===== config.mk =====
export PLATFORM = sky130hd
export DESIGN_NAME = flash_word_fetch_flat
export DESIGN_NICKNAME = d
export VERILOG_FILES = /design/src/rtl/flash_pkg.sv /design/src/rtl/flash_word_fetch_if.sv /design/src/rtl/flash_word_buf.sv /design/src/rtl/flash_word_fetch.sv /design/src/flat_wrapper.sv
export SDC_FILE = /design/constraint.sdc
export NUM_CORES = 1
export LEC_CHECK = 0
export CAP_MARGIN = 15
export CORE_MARGIN = 3
export CORE_UTILIZATION = 62
export CTS_CLUSTER_SIZE = 8
export DETAILED_ROUTE_END_ITERATION = 12
export HOLD_SLACK_MARGIN = 0.05
export PLACE_DENSITY = 0.91
export SLEW_MARGIN = 40
export SYNTH_ARGS = -nofsm -noshare
export SYNTH_HDL_FRONTEND = slang
export SYNTH_SLANG_ARGS = --single-unit
export TNS_END_PERCENT = 5

===== constraint.sdc =====
create_clock -name clk -period 13.4 [get_ports clk]
set_input_delay 1.34 -clock clk [delete_from_list [all_inputs] [get_ports clk]]
set_output_delay 1.34 -clock clk [all_outputs]
set_load 0.05 [all_outputs]

===== src/rtl/flash_pkg.sv =====
// Shared types and constants for the word-fetch front end of the SPI flash byte reader.
package flash_pkg;

   localparam int FLASH_ADDR_W = 24;
   localparam int WORD_BYTES   = 4;
   localparam int WORD_ADDR_W  = FLASH_ADDR_W - 2;
   localparam logic [31:0] DEF_ERR_DATA = 32'hFFFF_FFFF;

   typedef enum logic [1:0] {
      ST_IDLE    = 2'd0,
      ST_REQ     = 2'd1,
      ST_RELEASE = 2'd2,
      ST_RESP    = 2'd3
   } state_e;

   function automatic logic [FLASH_ADDR_W-1:0] byte_addr(
      input logic [WORD_ADDR_W-1:0] waddr,
      input logic [1:0]             idx
   );
      return {waddr, idx};
   endfunction

endpackage


===== src/rtl/flash_word_fetch_if.sv =====
// CPU word-fetch port plus flash controller byte handshake, bundled for the fetch block.
interface flash_word_fetch_if;
   import flash_pkg::*;

   logic                    cpu_valid;
   logic [FLASH_ADDR_W-1:0] cpu_addr;
   logic [31:0]             cpu_rdata;
   logic                    cpu_ready;
   logic                    cpu_err;
   logic                    flush;
   logic                    fl_valid;
   logic [FLASH_ADDR_W-1:0] fl_addr;
   logic [7:0]              fl_data;
   logic                    fl_ready;

   modport master (
      output cpu_valid, cpu_addr, flush, fl_data, fl_ready,
      input  cpu_rdata, cpu_ready, cpu_err, fl_valid, fl_addr
   );

   modport slave (
      input  cpu_valid, cpu_addr, flush, fl_data, fl_ready,
      output cpu_rdata, cpu_ready, cpu_err, fl_valid, fl_addr
   );

endinterface


===== src/rtl/flash_word_buf.sv =====
// One-entry word buffer: tag/valid/data with combinational lookup, load and flush.
module flash_word_buf
   import flash_pkg::*;
#(
   parameter int BUF_EN = 1
) (
   input  logic                   clk,
   input  logic                   rstn,
   input  logic [WORD_ADDR_W-1:0] lookup_tag_i,
   output logic                   hit_o,
   output logic [31:0]            data_o,
   input  logic                   load_i,
   input  logic [WORD_ADDR_W-1:0] load_tag_i,
   input  logic [31:0]            load_data_i,
   input  logic                   flush_i
);

   logic                   valid_q, valid_d;
   logic [WORD_ADDR_W-1:0] tag_q, tag_d;
   logic [31:0]            data_q, data_d;

   assign hit_o  = (BUF_EN != 0) && valid_q && (tag_q == lookup_tag_i);
   assign data_o = data_q;

   // Flush wins over a simultaneous load so a stale word is never kept.
   always_comb begin
      valid_d = valid_q;
      tag_d   = tag_q;
      data_d  = data_q;
      if (flush_i) begin
         valid_d = 1'b0;
      end else if (load_i) begin
         valid_d = 1'b1;
         tag_d   = load_tag_i;
         data_d  = load_data_i;
      end else begin
         valid_d = valid_q;
      end
   end

   always_ff @(posedge clk or posedge rstn) begin
      if (rstn) begin
         valid_q <= 1'b0;
         tag_q   <= '0;
         data_q  <= 32'h0000_0000;
      end else begin
         valid_q <= valid_d;
         tag_q   <= tag_d;
         data_q  <= data_d;
      end
   end

endmodule


===== src/rtl/flash_word_fetch.sv =====
// Splits a 32-bit CPU fetch into four flash byte handshakes, assembles the word
// little-endian, serves repeats from a one-word buffer and aborts hung bytes.
module flash_word_fetch
   import flash_pkg::*;
#(
   parameter int          TIMEOUT_CYCLES = 4096,
   parameter int          BUF_EN         = 1,
   parameter logic [31:0] ERR_DATA       = DEF_ERR_DATA
) (
   input logic               clk,
   input logic               rstn,
   flash_word_fetch_if.slave bus
);

   localparam int TMR_W = $clog2(TIMEOUT_CYCLES + 1);
   localparam logic [TMR_W-1:0] TMR_LAST = TMR_W'(TIMEOUT_CYCLES - 1);

   state_e                  state_q, state_d;
   logic [WORD_ADDR_W-1:0]  waddr_q, waddr_d;
   logic [1:0]              idx_q, idx_d;
   logic [TMR_W-1:0]        timer_q, timer_d;
   logic [31:0]             word_q, word_d;
   logic                    timeout_q, timeout_d;
   logic                    flush_seen_q, flush_seen_d;
   logic                    abandon_q, abandon_d;
   logic                    fl_valid_q, fl_valid_d;
   logic [FLASH_ADDR_W-1:0] fl_addr_q, fl_addr_d;
   logic                    cpu_ready_q, cpu_ready_d;
   logic                    cpu_err_q, cpu_err_d;
   logic [31:0]             cpu_rdata_q, cpu_rdata_d;

   logic                    buf_hit_s;
   logic [31:0]             buf_data_s;
   logic                    buf_load_s;
   logic                    buf_flush_s;
   logic                    addr_lo_unused_s;

   assign addr_lo_unused_s = ^bus.cpu_addr[1:0];

   flash_word_buf #(.BUF_EN(BUF_EN)) u_buf (
      .clk          (clk),
      .rstn         (rstn),
      .lookup_tag_i (bus.cpu_addr[FLASH_ADDR_W-1:2]),
      .hit_o        (buf_hit_s),
      .data_o       (buf_data_s),
      .load_i       (buf_load_s),
      .load_tag_i   (waddr_q),
      .load_data_i  (word_q),
      .flush_i      (buf_flush_s)
   );

   assign bus.fl_valid  = fl_valid_q;
   assign bus.fl_addr   = fl_addr_q;
   assign bus.cpu_ready = cpu_ready_q;
   assign bus.cpu_err   = cpu_err_q;
   assign bus.cpu_rdata = cpu_rdata_q;

   // Next-state, byte assembly, watchdog and buffer control.
   always_comb begin
      state_d      = state_q;
      waddr_d      = waddr_q;
      idx_d        = idx_q;
      timer_d      = timer_q;
      word_d       = word_q;
      timeout_d    = timeout_q;
      flush_seen_d = flush_seen_q;
      abandon_d    = abandon_q;
      fl_valid_d   = fl_valid_q;
      fl_addr_d    = fl_addr_q;
      cpu_ready_d  = 1'b0;
      cpu_err_d    = 1'b0;
      cpu_rdata_d  = cpu_rdata_q;
      buf_load_s   = 1'b0;
      buf_flush_s  = bus.flush;

      case (state_q)
         ST_IDLE: begin
            timer_d   = '0;
            timeout_d = 1'b0;
            // The cycle carrying the ready pulse still sees the old cpu_valid.
            if (bus.cpu_valid && !cpu_ready_q) begin
               if (buf_hit_s && !bus.flush) begin
                  cpu_ready_d = 1'b1;
                  cpu_rdata_d = buf_data_s;
               end else begin
                  waddr_d      = bus.cpu_addr[FLASH_ADDR_W-1:2];
                  idx_d        = 2'd0;
                  fl_addr_d    = byte_addr(bus.cpu_addr[FLASH_ADDR_W-1:2], 2'd0);
                  fl_valid_d   = 1'b1;
                  flush_seen_d = 1'b0;
                  abandon_d    = 1'b0;
                  state_d      = ST_REQ;
               end
            end else begin
               state_d = ST_IDLE;
            end
         end

         ST_REQ: begin
            flush_seen_d = flush_seen_q | bus.flush;
            abandon_d    = abandon_q | ~bus.cpu_valid;
            if (bus.fl_ready) begin
               word_d[{idx_q, 3'b000} +: 8] = bus.fl_data;
               fl_valid_d = 1'b0;
               timer_d    = '0;
               state_d    = ST_RELEASE;
            end else if (timer_q == TMR_LAST) begin
               fl_valid_d = 1'b0;
               timeout_d  = 1'b1;
               timer_d    = '0;
               state_d    = ST_RELEASE;
            end else begin
               timer_d = timer_q + TMR_W'(1);
            end
         end

         ST_RELEASE: begin
            flush_seen_d = flush_seen_q | bus.flush;
            abandon_d    = abandon_q | ~bus.cpu_valid;
            if (!bus.fl_ready) begin
               if (timeout_q || (idx_q == 2'd3)) begin
                  state_d = ST_RESP;
               end else begin
                  idx_d      = idx_q + 2'd1;
                  fl_addr_d  = byte_addr(waddr_q, idx_q + 2'd1);
                  fl_valid_d = 1'b1;
                  state_d    = ST_REQ;
               end
            end else begin
               state_d = ST_RELEASE;
            end
         end

         ST_RESP: begin
            state_d = ST_IDLE;
            if (!abandon_q && bus.cpu_valid) begin
               cpu_ready_d = 1'b1;
               cpu_err_d   = timeout_q;
               cpu_rdata_d = timeout_q ? ERR_DATA : word_q;
            end else begin
               cpu_ready_d = 1'b0;
            end
            if (timeout_q) begin
               buf_flush_s = 1'b1;
            end else begin
               buf_load_s = ~(flush_seen_q | bus.flush);
            end
         end

         default: begin
            state_d    = ST_IDLE;
            fl_valid_d = 1'b0;
         end
      endcase
   end

   // State and registered outputs.
   always_ff @(posedge clk or posedge rstn) begin
      if (rstn) begin
         state_q      <= ST_IDLE;
         waddr_q      <= '0;
         idx_q        <= 2'd0;
         timer_q      <= '0;
         word_q       <= 32'h0000_0000;
         timeout_q    <= 1'b0;
         flush_seen_q <= 1'b0;
         abandon_q    <= 1'b0;
         fl_valid_q   <= 1'b0;
         fl_addr_q    <= '0;
         cpu_ready_q  <= 1'b0;
         cpu_err_q    <= 1'b0;
         cpu_rdata_q  <= 32'h0000_0000;
      end else begin
         state_q      <= state_d;
         waddr_q      <= waddr_d;
         idx_q        <= idx_d;
         timer_q      <= timer_d;
         word_q       <= word_d;
         timeout_q    <= timeout_d;
         flush_seen_q <= flush_seen_d;
         abandon_q    <= abandon_d;
         fl_valid_q   <= fl_valid_d;
         fl_addr_q    <= fl_addr_d;
         cpu_ready_q  <= cpu_ready_d;
         cpu_err_q    <= cpu_err_d;
         cpu_rdata_q  <= cpu_rdata_d;
      end
   end

endmodule


===== src/flat_wrapper.sv =====
// flat-port wrapper written by rule: the top's interface ports become plain ports
module flash_word_fetch_flat import flash_pkg::*;
#(
   parameter int          TIMEOUT_CYCLES = 4096,
   parameter int          BUF_EN         = 1,
   parameter logic [31:0] ERR_DATA       = DEF_ERR_DATA
)
  (clk, rstn, bus_cpu_valid, bus_cpu_addr, bus_flush, bus_fl_data, bus_fl_ready, bus_cpu_rdata, bus_cpu_ready, bus_cpu_err, bus_fl_valid, bus_fl_addr);
  flash_word_fetch_if bus_i ();
  input logic clk;
  input logic rstn;
  input wire logic [$bits(bus_i.cpu_valid)-1:0] bus_cpu_valid;
  input wire logic [$bits(bus_i.cpu_addr)-1:0] bus_cpu_addr;
  input wire logic [$bits(bus_i.flush)-1:0] bus_flush;
  input wire logic [$bits(bus_i.fl_data)-1:0] bus_fl_data;
  input wire logic [$bits(bus_i.fl_ready)-1:0] bus_fl_ready;
  output wire logic [$bits(bus_i.cpu_rdata)-1:0] bus_cpu_rdata;
  output wire logic [$bits(bus_i.cpu_ready)-1:0] bus_cpu_ready;
  output wire logic [$bits(bus_i.cpu_err)-1:0] bus_cpu_err;
  output wire logic [$bits(bus_i.fl_valid)-1:0] bus_fl_valid;
  output wire logic [$bits(bus_i.fl_addr)-1:0] bus_fl_addr;
  assign bus_i.cpu_valid = bus_cpu_valid;
  assign bus_i.cpu_addr = bus_cpu_addr;
  assign bus_i.flush = bus_flush;
  assign bus_i.fl_data = bus_fl_data;
  assign bus_i.fl_ready = bus_fl_ready;
  assign bus_cpu_rdata = bus_i.cpu_rdata;
  assign bus_cpu_ready = bus_i.cpu_ready;
  assign bus_cpu_err = bus_i.cpu_err;
  assign bus_fl_valid = bus_i.fl_valid;
  assign bus_fl_addr = bus_i.fl_addr;
  flash_word_fetch #(.TIMEOUT_CYCLES(TIMEOUT_CYCLES), .BUF_EN(BUF_EN), .ERR_DATA(ERR_DATA)) u_core (.clk(clk), .rstn(rstn), .bus(bus_i));
endmodule

Word level (Yosys, flattened, before mapping)
Cells that the tools add are included.
- $lt $le $gt $ge: 0
- shifts and indexed selects: 2
- muxes and demuxes: 52
- bitwise logic cells: 6
- multiply operators: 0
- reductions and logical operators: 25
- divide/modulo/power cells: 0
- equality and inequality tests: 16
- $add $sub $neg: 3
- operators with widths (cell ; count):
    $mux 32 ; 4
    $mux 24 ; 4
    $pmux 32 s2 ; 1
    $pmux 24 s2 ; 1
    $bwmux 32 ; 1
    $shift 8x7->32 const A ; 1
    $shiftx 8x7->32 ; 1
    $mux 13 ; 2
    $pmux 13 s2 ; 1
    $eq 22x22->1 ; 1
    $mux 1 ; 21
    $mux 2 ; 10
    $add 13x1->13 const B ; 1
    $eq 13x12->1 const B ; 1
    $reduce_bool 2->1 ; 5
    $reduce_and 3->1 ; 3
    $ne 2x1->1 const B ; 4
    $ne 2x2->1 const B ; 4
    $pmux 1 s2 ; 4
    $pmux 2 s4 ; 1
    $neg 5->7 ; 1
    $eq 2x2->1 const B ; 3
    $reduce_and 2->1 ; 3
    $reduce_and 6->1 ; 1
    16 further kinds ; 25
- input port bits: 37
- bits in registers: 188
- memories kept: 0
- word-level logic and storage cells: 120
- memory bits (writable): 0
- latch bits: 0
- memory bits (read-only): 0
- output and inout bits: 59

Depth between registers and ports, before layout
- depth after elaboration: 6
- depth in mapped cells: 9

By module
Synthesis repeated with hierarchy kept, for this count alone.
- cells, all modules: 696
- area total of the unflattened synthesis: 8584.5 µm²
- modules (own cells, without submodules) (module ; times used ; cells an instance ; area an instance (µm²) ; sequential area each (µm²)):
    flash_word_fetch ; 1 ; 547 ; 6022.0 ; 3278.1
    flash_word_buf ; 1 ; 149 ; 2562.5 ; 1376.3

Worst setup path before layout
Ideal clock, no wire load.
- path kind: input to register
- start: input port bus_fl_ready
- end: register u_core.fl_addr_q[2], in the netlist u_core.bus.fl_addr[2]
- library setup time: 125 ps
- data required time: 13275 ps
- cell stages on the path: 6
- path buffers: 2
- slack: 10378 ps
- data arrival time: 2897 ps
- cell sequence: clkbuf_1 -> o31ai_1 -> o21ai_0 -> a31oi_1 -> buf_2 -> mux2_2
- longest elaborated chain between the ends: 2
- ends and longest elaborated chain (what ; RTL line ; RTL):
    start: declaration ; flat_wrapper.sv:16 ; input wire logic [$bits(bus_i.fl_ready)-1:0] bus_fl_ready;
    $ne 2x2->1 (no line) ; - ;
    $reduce_and 5->1 (no line) ; - ;
    end signal: assignment ; flash_word_fetch.sv:183 ; fl_addr_q <= fl_addr_d;
    end: declaration ; flash_word_fetch.sv:27 ; logic [FLASH_ADDR_W-1:0] fl_addr_q, fl_addr_d;
Every way passes these cells.
A chain may end at the register's enable or synchronous reset.

Final worst setup path
- start: input port bus_cpu_addr[20]
- end: register u_core.cpu_rdata_q[3], in the netlist u_core.bus.cpu_rdata[3]
- longest elaborated chain between the ends: 5
- ends and longest elaborated chain (what ; RTL line ; RTL):
    start: declaration ; flat_wrapper.sv:13 ; input wire logic [$bits(bus_i.cpu_addr)-1:0] bus_cpu_addr;
    $eq 22x22->1 ; flash_word_buf.sv:22 ; assign hit_o = (BUF_EN != 0) && valid_q && (tag_q == lookup_tag_i);
    $logic_and 1x1->1 ; flash_word_buf.sv:22 ;
    $logic_and 1x1->1 ; flash_word_fetch.sv:82 ; if (buf_hit_s && !bus.flush) begin
    $ne 2x1->1 (no line) ; - ;
    $reduce_and 4->1 (no line) ; - ;
    end signal: assignment ; flash_word_fetch.sv:186 ; cpu_rdata_q <= cpu_rdata_d;
    end: declaration ; flash_word_fetch.sv:30 ; logic [31:0] cpu_rdata_q, cpu_rdata_d;
Every way passes these cells.

==> summary.md <==
| Metric | Value |
|---|---|
| Status | completed |
| Power Density | 228 nW/um^2 |
| Post-DP HPWL | 13.4 mm |
| DRC viols | 0 |
| Fillers | 876 |
| Vias | 6955 |
| Worst vdd rail ir drop | 0.194 mV |
| Post-synth top cells | 186 x dfrtp_1, 121 x mux2_2, 46 x nand3_1 |
| Die width | 128 um |
| RePlAce Congestion | 0.899 |
| Tmin final | 3.50 ns |
| Root Buffer | clkbuf_16 |
| First-pass GRT wire length | 35.8 mm |
| Via density per instance | 6.48 |
| Max_slew headroom | 44.6% |
| TritonCTS clock tree | yes |
| Starting Density | 63.4% |
| Syn Inst Count | 812 |
| Nets | 926 |
| Total GRT Usage | 27.3% |
| Max frequency | 286 MHz |
| CP Class | in -> reg |
| Layout cell share with drive strength beyond 1 | 23.4% |
| DIE AREA | 16400 sq um |
| Synthesized cell area | 9250 sq um |
| Vias in the first global route | 7051 |
| Worst Tran Pin Value | 0.831 ns |
| Clk slew on worst S/H paths | 0.07 ns |
| Crit-path max FO | 67 |
| Static Leakage | 0.00443 uW |
| Area growth syn-to-layout | 17.8% |
| Critical path arrival | 3.86 ns |
| N_diodes | 0 |
| CP max stage delay | 0.85 ns |
| Average size of a mapped cell | 11.4 sq um |
| Port Buffer Count | 93 |
| FF+latch area | 4660 sq um |
| Cell family with most CP delay | simple AND/OR/NAND/NOR gates |
| Hold buffer count at cts | 0 |
| Final setup fails | 0 |
| Unrepaired setup endpoints after global routing | false |
| Worst path slowest cell | or4_4 |
| Post-route ant nets | 0 |
| Clock buffer depth | 2 |
| Wire per inst | 20.4 um |
| Drt total wl | 21.9 mm |
| CTS sink cnt | 186 |
| Crit end category | flop |
| HP Class | reg -> reg |
| Final WS setup | 9.90 ns |
| Period utilisation layout | 26.1% |
| Worst path required time | 13.76 ns |
| Post-synth top area cell | dfrtp_1 |
| H-tree levels | 4 |
| Rows | 44 |
| Cell with the most instances after synthesis | dfrtp_1 |
| PostCTS Resize Cnt | 0 |
| Top cells by area, synth | dfrtp_1 50%, mux2_2 15%, a22o_1 3.1% |
| Vert. Die Dim | 128 um |
| Total grt overflow | 0 |
| Max Slew Vio Count | 0 |
| Largest net degree at the start of global routing | 112 |
| Initial antenna violation count | 0 |
| Drt initial violations | 588 |
| Register area share after synthesis | 50.3% |
| Worst-skew pair later-pin latency | 0.43 ns |
| Yosys Warn Count | 0 |
| EDFF count, synth | 0 |
| Post-CTS Setup Bufs | 0 |
| Setup Slack @ Placement | 9.53 ns |
| Critical Path Start Type | primary input |
| Distinct cell type count after synthesis | 47 |
| Setup_tns | 0 ns |
| Core area | 14600 sq um |
| Final hold viol count | 0 |
| Drt pass-1 iters | 5 |
| Top_reg_cell synth | dfrtp_1 |
| Area taken by multi-input logic gates | 4360 sq um |
| Async SR Flop Fraction | 100% |
| Worst R2R Setup Slack | 10.11 ns |
| Top Ports | 96 |
| Worst-path cell chain | clkdlybuf4s50_1 > xnor2_1 > nand4_1 > or4_4 > or4_1 > nand3_1 |
| Post-synth top area share | 50.3% |
| Setup Skew | 0.00915 ns |
| Max Cap Viol | 0 |
| WP buf/inv | 1 |
| CTS Buf Count | 17 |
| Yosys reg bits | 186 |
| Synthesized Nets | 861 |
==> layout make-up <==
class,count,share of cell area (%)
tap,184,2.11
timing repair buffer,104,9.45
clock buffer,18,4.03
clock inverter,14,1.25
multi-input combinational,559,40.0
sequential,186,42.7
inverter,9,0.379
==> per-stage QoR <==
stage	std cells	hold slack [ns]	utilization [%]	cell area, sq um	total power, uW
after floorplan	812	0.475	-	9250	1660
after global placement	1041	0.483	70.4	10300	1910
after detailed placement	1041	0.490	70.5	10300	1960
after CTS	1073	0.505	74.4	10900	2470
after global routing	1074	0.510	74.7	10900	2620
final	1074	0.504	74.7	10900	2480
==> worst reg2reg max path, stage by stage, from the launching register on <==
cell and delay, ns:
dfrtp_1 0.41, inv_1 0.16, ha_2 0.58, buf_4 0.49
a22oi_1 0.16, o211ai_1 0.12, buf_4 0.65, nor3_1 0.17
a221oi_1 0.30, nand3_1 0.13
==> state kept, by name, summed over array words and instances (netlist names), 2 cells and up <==
signal and count:
u_core.word_q 32, u_core.timer_q 13, u_core.u_buf.tag_q 22, u_core.bus.cpu_rdata 32
u_core.u_buf.data_o 32, u_core.bus.fl_addr 24, u_core.waddr_q 22, u_core.state_q 2
==> routing by layer <==
| layer | vias up | wire length (um) | share of wire [%] | GRT usage [%] |
|---|---|---|---|---|
| li1 | 3147 | - | - | - |
| met1 | 3506 | 9180 | 42 | 35.6 |
| met2 | 262 | 10900 | 50 | 44.0 |
| met3 | 40 | 1320 | 6.0 | 6.88 |
| met4 | 0 | 456 | 2.1 | 10.5 |
| met5 | - | 0 | 0 | 0 |
==> report_power, final <==
| part | internal (uW) | switching (uW) | leakage (uW) |
|---|---|---|---|
| Clock | 265 | 227 | 0.000274 |
| Sequential | 728 | 122 | 0.00230 |
| Combinational | 486 | 655 | 0.00186 |
| Total | 1480 | 1000 | 0.00443 |
==> layout by cell type, fill, tap and decap left out, drive strengths merged, types with 2 or more instances in the layout <==
cell type / n
a21oi: 9
a221oi: 32
a22o: 33
a31oi: 2
and2: 34
buf: 11
clkbuf: 18
clkdlybuf4s50: 93
clkinv: 5
clkinvlp: 3
dfrtp: 186
ha: 12
inv: 14
mux2: 121
mux2i: 3
nand2: 38
nand2b: 2
nand3: 46
nand4: 13
nor2: 20
nor2b: 4
nor3: 33
nor4: 2
nor4b: 4
o21ai: 37
o22ai: 2
o31ai: 3
or2: 2
or3b: 31
or4: 33
xnor2: 23
xor2: 8
==> final timing paths <==
kind,startpoint,end,depth (start not counted)
setup / recovery,bus_cpu_addr[20],u_core.bus.cpu_rdata[3],6
setup reg to reg,u_core.state_q[0],u_core.bus.cpu_rdata[14],9
max in group asynchronous,rstn,u_core.bus.cpu_err,3
hold reg to reg,u_core.u_buf.data_o[14],u_core.u_buf.data_o[14],1
min in group asynchronous,rstn,u_core.u_buf.data_o[23],2
hold / removal,u_core.u_buf.data_o[14],u_core.u_buf.data_o[14],1
==> kinds of logic after synthesis <==
family	share of synthesized area [%]
mux	15.1
xor+xnor	2.94
fa+ha+maj	1.62
compound gates	9.70
flops	50.3
simple gates	17.4
buf+inv	2.92
(Power assumes the default switching activity.)
